--- config.mk ---
export PLATFORM = sky130hd
export DESIGN_NAME = io_sequence_monitor
export DESIGN_NICKNAME = d
export VERILOG_FILES = /design/src/rtl/io_sequence_monitor_pkg.sv /design/src/rtl/io_sync_bus.sv /design/src/rtl/io_sequence_monitor.sv
export SDC_FILE = /design/constraint.sdc
export NUM_CORES = 1
export LEC_CHECK = 0
export CORE_UTILIZATION = 36
export CTS_CLUSTER_DIAMETER = 40
export DETAILED_ROUTE_END_ITERATION = 8
export GPL_ROUTABILITY_DRIVEN = 0
export PLACE_DENSITY = 0.62
export SETUP_SLACK_MARGIN = 0.5
export SYNTH_ARGS = -nofsm -noshare
export SYNTH_HDL_FRONTEND = slang
export SYNTH_SLANG_ARGS = --single-unit
--- constraint.sdc ---
create_clock -name CLK -period 8.1 [get_ports CLK]
set_input_delay 2.43 -clock CLK [delete_from_list [all_inputs] [get_ports CLK]]
set_output_delay 2.43 -clock CLK [all_outputs]
set_load 0.05 [all_outputs]
--- src/rtl/io_sequence_monitor_pkg.sv ---
// io_sequence_monitor_pkg: shared state and fail-reason encodings for the IO sequence monitor.
// Latency: n/a (types and constants only).
// Backpressure: n/a.
package io_sequence_monitor_pkg;

  typedef enum logic [1:0] {
    IDLE = 2'd0,
    RUN  = 2'd1,
    PASS = 2'd2,
    FAIL = 2'd3
  } mon_state_t;

  localparam logic [1:0] FR_NONE       = 2'd0;
  localparam logic [1:0] FR_TIMEOUT    = 2'd1;
  localparam logic [1:0] FR_UNEXPECTED = 2'd2;

endpackage

--- src/rtl/io_sync_bus.sv ---
// io_sync_bus: multi-flop synchroniser for an asynchronous bus.
// Latency: SYNC_STAGES cycles from d to q.
// Backpressure: none; samples every cycle.
// Ports: clock, reset (sync, active-high), d (async bus in), q (synchronised bus out).
module io_sync_bus #(
  parameter int WIDTH       = 8,
  parameter int SYNC_STAGES = 2
) (
  input  logic             clock,
  input  logic             reset,
  input  logic [WIDTH-1:0] d,
  output logic [WIDTH-1:0] q
);

  logic [WIDTH-1:0] stage [SYNC_STAGES];

  always_ff @(posedge clock) begin
    if (reset) begin
      for (int i = 0; i < SYNC_STAGES; i++) stage[i] <= '0;
    end else begin
      stage[0] <= d;
      for (int i = 1; i < SYNC_STAGES; i++) stage[i] <= stage[i-1];
    end
  end

  assign q = stage[SYNC_STAGES-1];

endmodule

--- src/rtl/io_sequence_monitor.sv ---
// io_sequence_monitor: checks a synchronised IO bus against an ordered table of masked patterns.
// Latency: a step is accepted SYNC_STAGES+STABLE_CYCLES cycles after mon_in settles; status is registered.
// Backpressure: none; start is ignored while busy and table writes are ignored while busy.
// Ports: CLK/reset (sync, active-high); pat_we/pat_addr/pat_data/pat_mask load the pattern table;
//   seq_len/timeout_cycles configure a run and are latched at start; start/abort control the run;
//   mon_in is the async bus; busy/pass/fail/fail_reason/step_idx/observed report status.
module io_sequence_monitor
  import io_sequence_monitor_pkg::*;
#(
  parameter int WIDTH         = 8,
  parameter int DEPTH         = 16,
  parameter int TIMEOUT_W     = 20,
  parameter int STABLE_CYCLES = 2,
  parameter int SYNC_STAGES   = 2,
  parameter int STRICT        = 0
) (
  input  logic                     CLK,
  input  logic                     reset,
  input  logic                     pat_we,
  input  logic [$clog2(DEPTH)-1:0] pat_addr,
  input  logic [WIDTH-1:0]         pat_data,
  input  logic [WIDTH-1:0]         pat_mask,
  input  logic [$clog2(DEPTH):0]   seq_len,
  input  logic [TIMEOUT_W-1:0]     timeout_cycles,
  input  logic                     start,
  input  logic                     abort,
  input  logic [WIDTH-1:0]         mon_in,
  output logic                     busy,
  output logic                     pass,
  output logic                     fail,
  output logic [1:0]               fail_reason,
  output logic [$clog2(DEPTH):0]   step_idx,
  output logic [WIDTH-1:0]         observed
);

  localparam int AW = $clog2(DEPTH);
  localparam int LW = AW + 1;
  localparam int SW = $clog2(STABLE_CYCLES + 1);
  localparam logic [SW-1:0] SC_MAX = SW'(STABLE_CYCLES);

  logic [WIDTH-1:0]     tbl_data [DEPTH];
  logic [WIDTH-1:0]     tbl_mask [DEPTH];
  logic [WIDTH-1:0]     s_in;
  mon_state_t           state;
  logic [LW-1:0]        len_q;
  logic [TIMEOUT_W-1:0] tmo_q;
  logic [TIMEOUT_W-1:0] tmo_cnt;
  logic [SW-1:0]        stable_cnt;
  logic [SW-1:0]        bad_cnt;

  logic [AW-1:0] cur_i, prv_i;
  logic          cur_match, prv_match, bad;
  logic          accept, timed_out, unexpected;
  logic [SW-1:0] stable_nxt, bad_nxt;
  logic [LW-1:0] len_clamped, step_nxt;

  io_sync_bus #(.WIDTH(WIDTH), .SYNC_STAGES(SYNC_STAGES)) u_sync (
    .clock (CLK),
    .reset (reset),
    .d     (mon_in),
    .q     (s_in)
  );

  // Table is deliberately not reset; it is only writable between runs.
  always_ff @(posedge CLK) begin
    if (pat_we && !busy) begin
      tbl_data[pat_addr] <= pat_data;
      tbl_mask[pat_addr] <= pat_mask;
    end
  end

  assign cur_i = step_idx[AW-1:0];
  assign prv_i = cur_i - 1'b1;

  always_comb begin
    cur_match   = ((s_in ^ tbl_data[cur_i]) & tbl_mask[cur_i]) == '0;
    // Step 0 has no previous step to tolerate.
    prv_match   = (step_idx != '0) && (((s_in ^ tbl_data[prv_i]) & tbl_mask[prv_i]) == '0);
    bad         = (STRICT != 0) && !cur_match && !prv_match;

    stable_nxt  = '0;
    if (cur_match) stable_nxt = (stable_cnt == SC_MAX) ? stable_cnt : stable_cnt + 1'b1;

    // An unexpected value must hold the same raw value to count as stable;
    // observed carries last cycle's s_in while running.
    bad_nxt     = '0;
    if (bad) begin
      if (bad_cnt != '0 && s_in == observed)
        bad_nxt = (bad_cnt == SC_MAX) ? bad_cnt : bad_cnt + 1'b1;
      else
        bad_nxt = SW'(1);
    end

    accept      = (state == RUN) && (stable_nxt == SC_MAX);
    timed_out   = (state == RUN) && (tmo_q != '0) && (tmo_cnt == tmo_q - 1'b1);
    unexpected  = (state == RUN) && bad && (bad_nxt == SC_MAX);
    step_nxt    = step_idx + 1'b1;
    len_clamped = (seq_len > LW'(DEPTH)) ? LW'(DEPTH) : seq_len;
  end

  always_ff @(posedge CLK) begin
    if (reset) begin
      state       <= IDLE;
      busy        <= 1'b0;
      pass        <= 1'b0;
      fail        <= 1'b0;
      fail_reason <= FR_NONE;
      step_idx    <= '0;
      observed    <= '0;
      len_q       <= '0;
      tmo_q       <= '0;
      tmo_cnt     <= '0;
      stable_cnt  <= '0;
      bad_cnt     <= '0;
    end else begin
      if (state == RUN) observed <= s_in;

      if (abort) begin
        state       <= IDLE;
        busy        <= 1'b0;
        pass        <= 1'b0;
        fail        <= 1'b0;
        fail_reason <= FR_NONE;
      end else if (start && state != RUN) begin
        pass        <= 1'b0;
        fail        <= 1'b0;
        fail_reason <= FR_NONE;
        step_idx    <= '0;
        tmo_cnt     <= '0;
        stable_cnt  <= '0;
        bad_cnt     <= '0;
        len_q       <= len_clamped;
        tmo_q       <= timeout_cycles;
        if (len_clamped == '0) begin
          state <= PASS;
          pass  <= 1'b1;
          busy  <= 1'b0;
        end else begin
          state <= RUN;
          busy  <= 1'b1;
        end
      end else if (state == RUN) begin
        // Accept outranks timeout, which outranks the unexpected-value check.
        if (accept) begin
          step_idx   <= step_nxt;
          stable_cnt <= '0;
          tmo_cnt    <= '0;
          bad_cnt    <= '0;
          if (step_nxt == len_q) begin
            state <= PASS;
            pass  <= 1'b1;
            busy  <= 1'b0;
          end
        end else if (timed_out) begin
          state       <= FAIL;
          fail        <= 1'b1;
          fail_reason <= FR_TIMEOUT;
          busy        <= 1'b0;
        end else if (unexpected) begin
          state       <= FAIL;
          fail        <= 1'b1;
          fail_reason <= FR_UNEXPECTED;
          busy        <= 1'b0;
        end else begin
          stable_cnt <= stable_nxt;
          bad_cnt    <= bad_nxt;
          tmo_cnt    <= tmo_cnt + 1'b1;
        end
      end
    end
  end

endmodule

==> run metrics, run 1 <==
Mean Syn Cell Area 14.2 µm²; Setup violations, final 0; Storage cell area 9400 µm²; post-CTS resize count 0; Fillers 3,470; Clk pwr share 49.7%; layout cells sized above 1 15.9%; Tot GR Track Use 17.2%; Skew-Pair Late Insertion Delay 0.56 ns; setup repair after global routing missed its margin no; cts hold-fix bufs 0; initial drt markers 722; Post-CTS Setup Repair Bufs 0; Worst Hold Class reg2reg; CTS tree built; crit end category register; Die Width 201 µm; minimum clock period 4.83 ns; Worst R2R End tmo_cnt[15]$_SDFFE_PP0P_; clk_skew 0.0344 ns; vias per inst 5.34; Logic pwr share 4.5%; most common flop cell mapped by yosys edfxtp_1; Hold Path Stages 1; syn_nets 1,071; Synth area leaders edfxtp_1 54%, dfxtp_1 12%, mux4_2 7.7%, mux2i_1 3.1%, nand2_1 2.5%; Area Growth Syn to Fin 20.6%; Core Box Area 38,900 µm²; 1st-pass router iterations 5; WP data required 8.51 ns; Cell Int Power 3.27 mW; sequential share of the synthesized area 65.6%; area of the multi-input gates 4650 µm²; root buf cell clkbuf_16; largest net degree at the start of global routing 55; setup slack at placement 3.04 ns; Max-Cap Viols 0; Sequential Power Share 45.8%; Cells after Synth 1,008; final WL 34.6 mm; Synth top area share 53.7%; top cell type by total area after synthesis edfxtp_1; NumNets Final 1,160; final hold vios 0; htree depth 2; Synth Register Bits 341; Adder-Cell Fraction of Synth Area 0.437%; measured slew at the worst slew-check pin 1.20 ns; IO buf count 74; Achievable Freq 207 MHz; Hold WS 0.437 ns; TNS Setup 0 ns; Simple-Gate Fraction of Synth Area 10.2%; count of different cell masters after synthesis 66; synth warn 0; hold_sp u_sync.stage[0][6]$_SDFF_PP0_; critical path arrival 5.23 ns; vias in the first global route 8,881; Max clock buf depth 3; I/O pin count 76; pwr/cell area 243 nW/µm²; crit-path max FO 38; Max Slew Vio Count 0; VDD IR max 129 µV; Pleak 5.47 nW; Worst R2R Path Depth 11; gr ovfl total 0; Hold Path Sink u_sync.stage[0][14]$_SDFF_PP0_; FFs w/ async S/R, synth 0%; placed instance count 1,565; first-pass GRT wire length 53.1 mm; Initial Util 36.8%; number of synthesized flops with an enable pin 256; clock sink total 341; number of routed nets with antenna violations 0; # DRC 0; sw frac 22.3%; post-route insts no fill 1,654; XOR/XNOR Fraction of Synth Area 2.45%; Worst setup SP type register; status complete, no violations; Mapped Area 14,300 µm²; DR vias 8,831; die area 40,600 µm²; mux share of post-synthesis cell area 11.1%; r2r setup slk 3.27 ns; Crit Path Category reg2reg; crit share post-route 59.6%; row count 72; P_sw 0.936 mW; largest family of logic cells by synthesized area multiplexers; dpl hpwl 22.6 mm; total CTS buffers 48; Worst slew margin 19.6%; Synth Area in Compound Gates 7.78%; initial antenna violation count 2; n_diodes 0; Die Y 201 µm; WL/cell 20.9 µm; Clock transition at path regs 0.06 ns; Final WS setup 3.27 ns
-- stage by stage --
step	area, µm²	total power, mW	utilization [%]
finish	17300	4.20	44.4
global route	17300	4.32	44.4
CTS	17300	4.24	44.4
detailed placement	15600	2.15	40.2
global placement	15600	2.15	40.2
floorplan	14300	2.06	-
-- cell families after synthesis --
kind of cell    Yosys count
fa+ha+maj                 5
simple gates            281
xor+xnor                 40
flops                   341
other cells               1
buf+inv                  74
mux                      97
compound gates          169
-- synthesized netlist by cell type (8+ instances only) --
library cell / instances
a21oi_1: 61
a22oi_1: 14
and3_1: 9
buf_2: 15
clkbuf_1: 28
dfxtp_1: 85
edfxtp_1: 256
inv_1: 20
mux2i_1: 44
mux4_2: 49
nand2_1: 94
nand3_1: 21
nand3b_1: 8
nand4_1: 9
nor2_1: 38
nor2b_1: 21
nor3_1: 12
nor3b_1: 8
o211ai_1: 8
o21ai_0: 20
o31ai_1: 14
or3_1: 12
or4_1: 13
xnor2_1: 20
xor2_1: 20
-- routing by layer --
metal / global-route usage (%) / part of all wire, %
met3: 3.37 / 5.6
met5: 0 / 0.075
met4: 4.98 / 2.1
met2: 28.3 / 48
met1: 23.0 / 45
-- state kept, by name, indices dropped and copies added (netlist names), named ones only --
register / flops
observed: 8
tmo_cnt: 20
len_q: 5
tmo_q: 20
state: 2
stable_cnt: 2
u_sync.stage: 16
fail: 1
pass: 1
busy: 1
step_idx: 5
tbl_data: 128
tbl_mask: 128
-- cell usage in the layout, fill, tap and decap left out, types with 13 or more instances in the layout --
cell type and n:
a21oi_1 61, a22oi_1 14, buf_4 19, clkbuf_16 48, clkdlybuf4s50_1 73, dfxtp_1 82
edfxtp_1 256, inv_1 20, mux2i_1 44, mux4_2 49, nand2_1 94, nand3_1 21
nor2_1 26, nor2b_1 21, o21ai_0 20, o31ai_1 14, or4_1 13, xnor2_1 20
xor2_1 20
-- cell type report --
type | count | share of cell area (%)
Sequential cell | 341 | 54.4
Multi-Input combinational cell | 593 | 26.9
Clock buffer | 57 | 7.21
Timing Repair Buffer | 93 | 5.09
Tap cell | 518 | 3.75
Clock inverter | 32 | 2.19
Inverter | 20 | 0.435
-- power groups by stage --
| stage | registers, mW | clock network [mW] | logic (mW) |
|---|---|---|---|
| 2_1_floorplan | 1.95 | 0 | 0.102 |
| 6_report | 1.92 | 2.09 | 0.189 |
| 4_1_cts | 1.92 | 2.12 | 0.190 |
| 3_3_place_gp | 1.96 | 0 | 0.185 |
| 3_5_place_dp | 1.96 | 0 | 0.189 |
| 5_1_grt | 1.93 | 2.19 | 0.207 |
-- critical path: stages, from the launching register on --
cell and delay, ns:
dfxtp_4 0.63, buf_4 0.58, mux4_2 0.58, xor2_1 0.15
nand3b_1 0.09, o21ai_0 0.06, or4_1 0.44, o32a_1 0.45
o21a_1 0.62, o31ai_2 0.66, buf_4 0.32, a21oi_1 0.06
-- worst max-delay path by stage --
stage / startpoint / to / slack [ns] / depth (start not counted)
floorplan: pat_we / tbl_data[0][0]$_DFFE_PP_ / 3.69 / 3
global placement: start / tmo_cnt[16]$_SDFFE_PP0P_ / 3.18 / 9
detailed placement: start / tmo_cnt[16]$_SDFFE_PP0P_ / 3.04 / 9
CTS: register / tmo_cnt[15]$_SDFFE_PP0P_ / 3.19 / 11
global route: register / tmo_cnt[15]$_SDFFE_PP0P_ / 2.91 / 11
finish: register / tmo_cnt[15]$_SDFFE_PP0P_ / 3.27 / 11
Note: power is estimated with default switching activity, not from simulation.
==> inputs of run 2 (changes only) <==
- clock period: 8.1 -> 4.6 ns (I/O delays scaled with it)
==> run metrics, run 2 (synthesized netlist as in run 1, its figures left out) <==
crit share post-route 85.0% (+25 points); layout cells sized above 1 17.5% (+1.6 points); P_sw 1.61 mW (+72%); first-pass GRT wire length 52.5 mm (-1.1%); gr ovfl total 0 (unchanged); Core Box Area 38,900 µm² (unchanged); sw frac 22.3% (+0.060 points); number of routed nets with antenna violations 0 (unchanged); final hold vios 0 (unchanged); row count 72 (unchanged); Sequential Power Share 47.1% (+1.3 points); placed instance count 1,580 (+0.96%); cts hold-fix bufs 0 (unchanged); CTS tree built; # DRC 0 (unchanged); Max Slew Vio Count 0 (unchanged); Logic pwr share 4.7% (+0.2 points); Cell Int Power 5.59 mW (+71%); commonest non-fill, non-tap cell in the layout edfxtp_1; Skew-Pair Late Insertion Delay 0.58 ns (+0.02 ns); Clk pwr share 48.2% (-1.5 points); WL/cell 20.8 µm (-0.46%); Largest stage delay, worst path 0.54 ns (-0.12 ns); IO buf count 74 (unchanged); cell area after layout 17,300 µm² (+0.40%); clk_skew 0.0298 ns (-0.00461 ns); pwr/cell area 415 nW/µm² (+71%); biggest regs tbl_data x128, tbl_mask x128; Die Width 201 µm (unchanged); measured slew at the worst slew-check pin 1.05 ns (-0.150 ns); vias in the first global route 8,891 (+0.11%); largest net degree at the start of global routing 45 (-18%); Worst slew margin 29.8% (+10 points); root buf cell clkbuf_16; 1st-pass router iterations 5 (unchanged); crit-path max FO 19 (-50%); setup repair after global routing missed its margin no; WP data required 5.08 ns (-3.43 ns); vias per inst 5.36 (+0.37%); worst path cell trace clkbuf_16, mux4_2, mux2i_1, a31oi_1, nand2_1, o211ai_1, o32a_1, o21a_1, buf_4, or4_1, a21oi_1; initial drt markers 593 (-18%); WP buf/inv 2 (unchanged); total CTS buffers 45 (-6.3%); initial antenna violation count 4 (+2); critical path arrival 4.39 ns (-0.84 ns); Achievable Freq 256 MHz (+23%); Setup violations, final 0 (unchanged); minimum clock period 3.91 ns (-0.917 ns); Post-DP Area 15,800 µm² (+0.84%); commonest non-fill, non-tap cells in the layout 256 x edfxtp_1, 94 x nand2_1, 82 x dfxtp_1; Tot GR Track Use 17.1% (-0.063 points); NumNets Final 1,173 (+1.1%); VDD IR max 278 µV (+120%); status complete, no violations; Hold WS 0.442 ns (+0.00469 ns); Worst Hold Class reg2reg; Die Y 201 µm (unchanged); DR vias 8,928 (+1.1%); Clock transition at path regs 0.05 ns (about the same); crit end category register; Worst setup SP type register; Max clock buf depth 3 (unchanged); Max-Cap Viols 0 (unchanged); clock sink total 341 (unchanged); CP delay by family, top compound AO/OA/AOI/OAI gates; Area Growth Syn to Fin 21.1%; Pleak 5.53 nW (+1.0%); post-route core utilization 44.5% (+0.18 points); CP max stage cell dfxtp_4; Crit Path Category reg2reg; post-route insts no fill 1,666 (+0.73%); Initial Util 36.8% (unchanged); TNS Setup 0 ns (unchanged); dpl hpwl 22.1 mm (-2.2%); final WL 34.6 mm (+0.26%); I/O pin count 76 (unchanged); htree depth 2 (unchanged); die area 40,600 µm² (unchanged)
==> run 2: cell types whose count changed in the layout (fill, tap and decap cells not counted), sizes merged <==
| cell | before | now |
|---|---|---|
| clkinv | 13 | 19 |
| clkbuf | 57 | 51 |
| bufinv | 5 | 4 |
| diode | 0 | 1 |
| inv | 32 | 27 |
| buf | 20 | 35 |
| clkinvlp | 2 | 4 |
==> run 2: power by group through the flow <==
stage / combinational, mW / clock [mW] / sequential (mW)
detailed placement: 0.336 / 0 / 3.45
global route: 0.369 / 3.65 / 3.39
finish: 0.339 / 3.47 / 3.39
global placement: 0.329 / 0 / 3.45
floorplan: 0.179 / 0 / 3.44
CTS: 0.338 / 3.54 / 3.39
==> run 2: repair_timing <==
item / CTS / global route
gates resized for setup: 0 / 3
endpoints found under the hold margin: 0 / 0
setup buffers: 0 / 1
setup endpoints to repair: 0 / 9
==> run 2: cell type report <==
cell class | count | area, µm²
timing repair buffer | 109 | 1040
antenna | 1 | 2.50
inverter | 20 | 75.1
multi-input combinational | 593 | 4650
fill | 3487 | 21600
tap | 518 | 648
clock inverter | 34 | 348
clock buffer | 50 | 1170
sequential | 341 | 9400
==> run 2: final timing paths <==
kind | start | endpoint | slack [ns] | cells after the start
setup reg to reg | register | tmo_cnt[9]$_SDFFE_PP0P_ | 0.69 | 11
hold / removal | u_sync.stage[0][4]$_SDFF_PP0_ | u_sync.stage[0][12]$_SDFF_PP0_ | 0.44 | 1
hold reg to reg | u_sync.stage[0][4]$_SDFF_PP0_ | u_sync.stage[0][12]$_SDFF_PP0_ | 0.44 | 1
setup / recovery | register | tmo_cnt[9]$_SDFFE_PP0P_ | 0.69 | 11
==> run 2: worst reg2reg max path, stage by stage (launching register included) <==
cell	delay, ns
dfxtp_4	0.54
clkbuf_16	0.26
mux4_2	0.51
mux2i_1	0.43
a31oi_1	0.08
nand2_1	0.10
o211ai_1	0.18
o32a_1	0.46
o21a_1	0.35
buf_4	0.26
or4_1	0.51
a21oi_1	0.15
==> run 2: per-stage QoR <==
step,total power [mW],setup slack [ns]
2_1_floorplan,3.62,1.24
3_5_place_dp,3.79,0.601
4_1_cts,7.26,0.630
6_report,7.20,0.690
3_3_place_gp,3.78,0.661
5_1_grt,7.41,0.551
==> run 2: routing by layer <==
layer / vias up / part of all wire, % / track usage [%]
met1: 4449 / 43 / 22.6
met3: 78 / 6.7 / 3.76
li1: 4115 / - / -
met4: 6 / 2.9 / 6.60
met2: 280 / 47 / 27.5
met5: - / 0.092 / 0
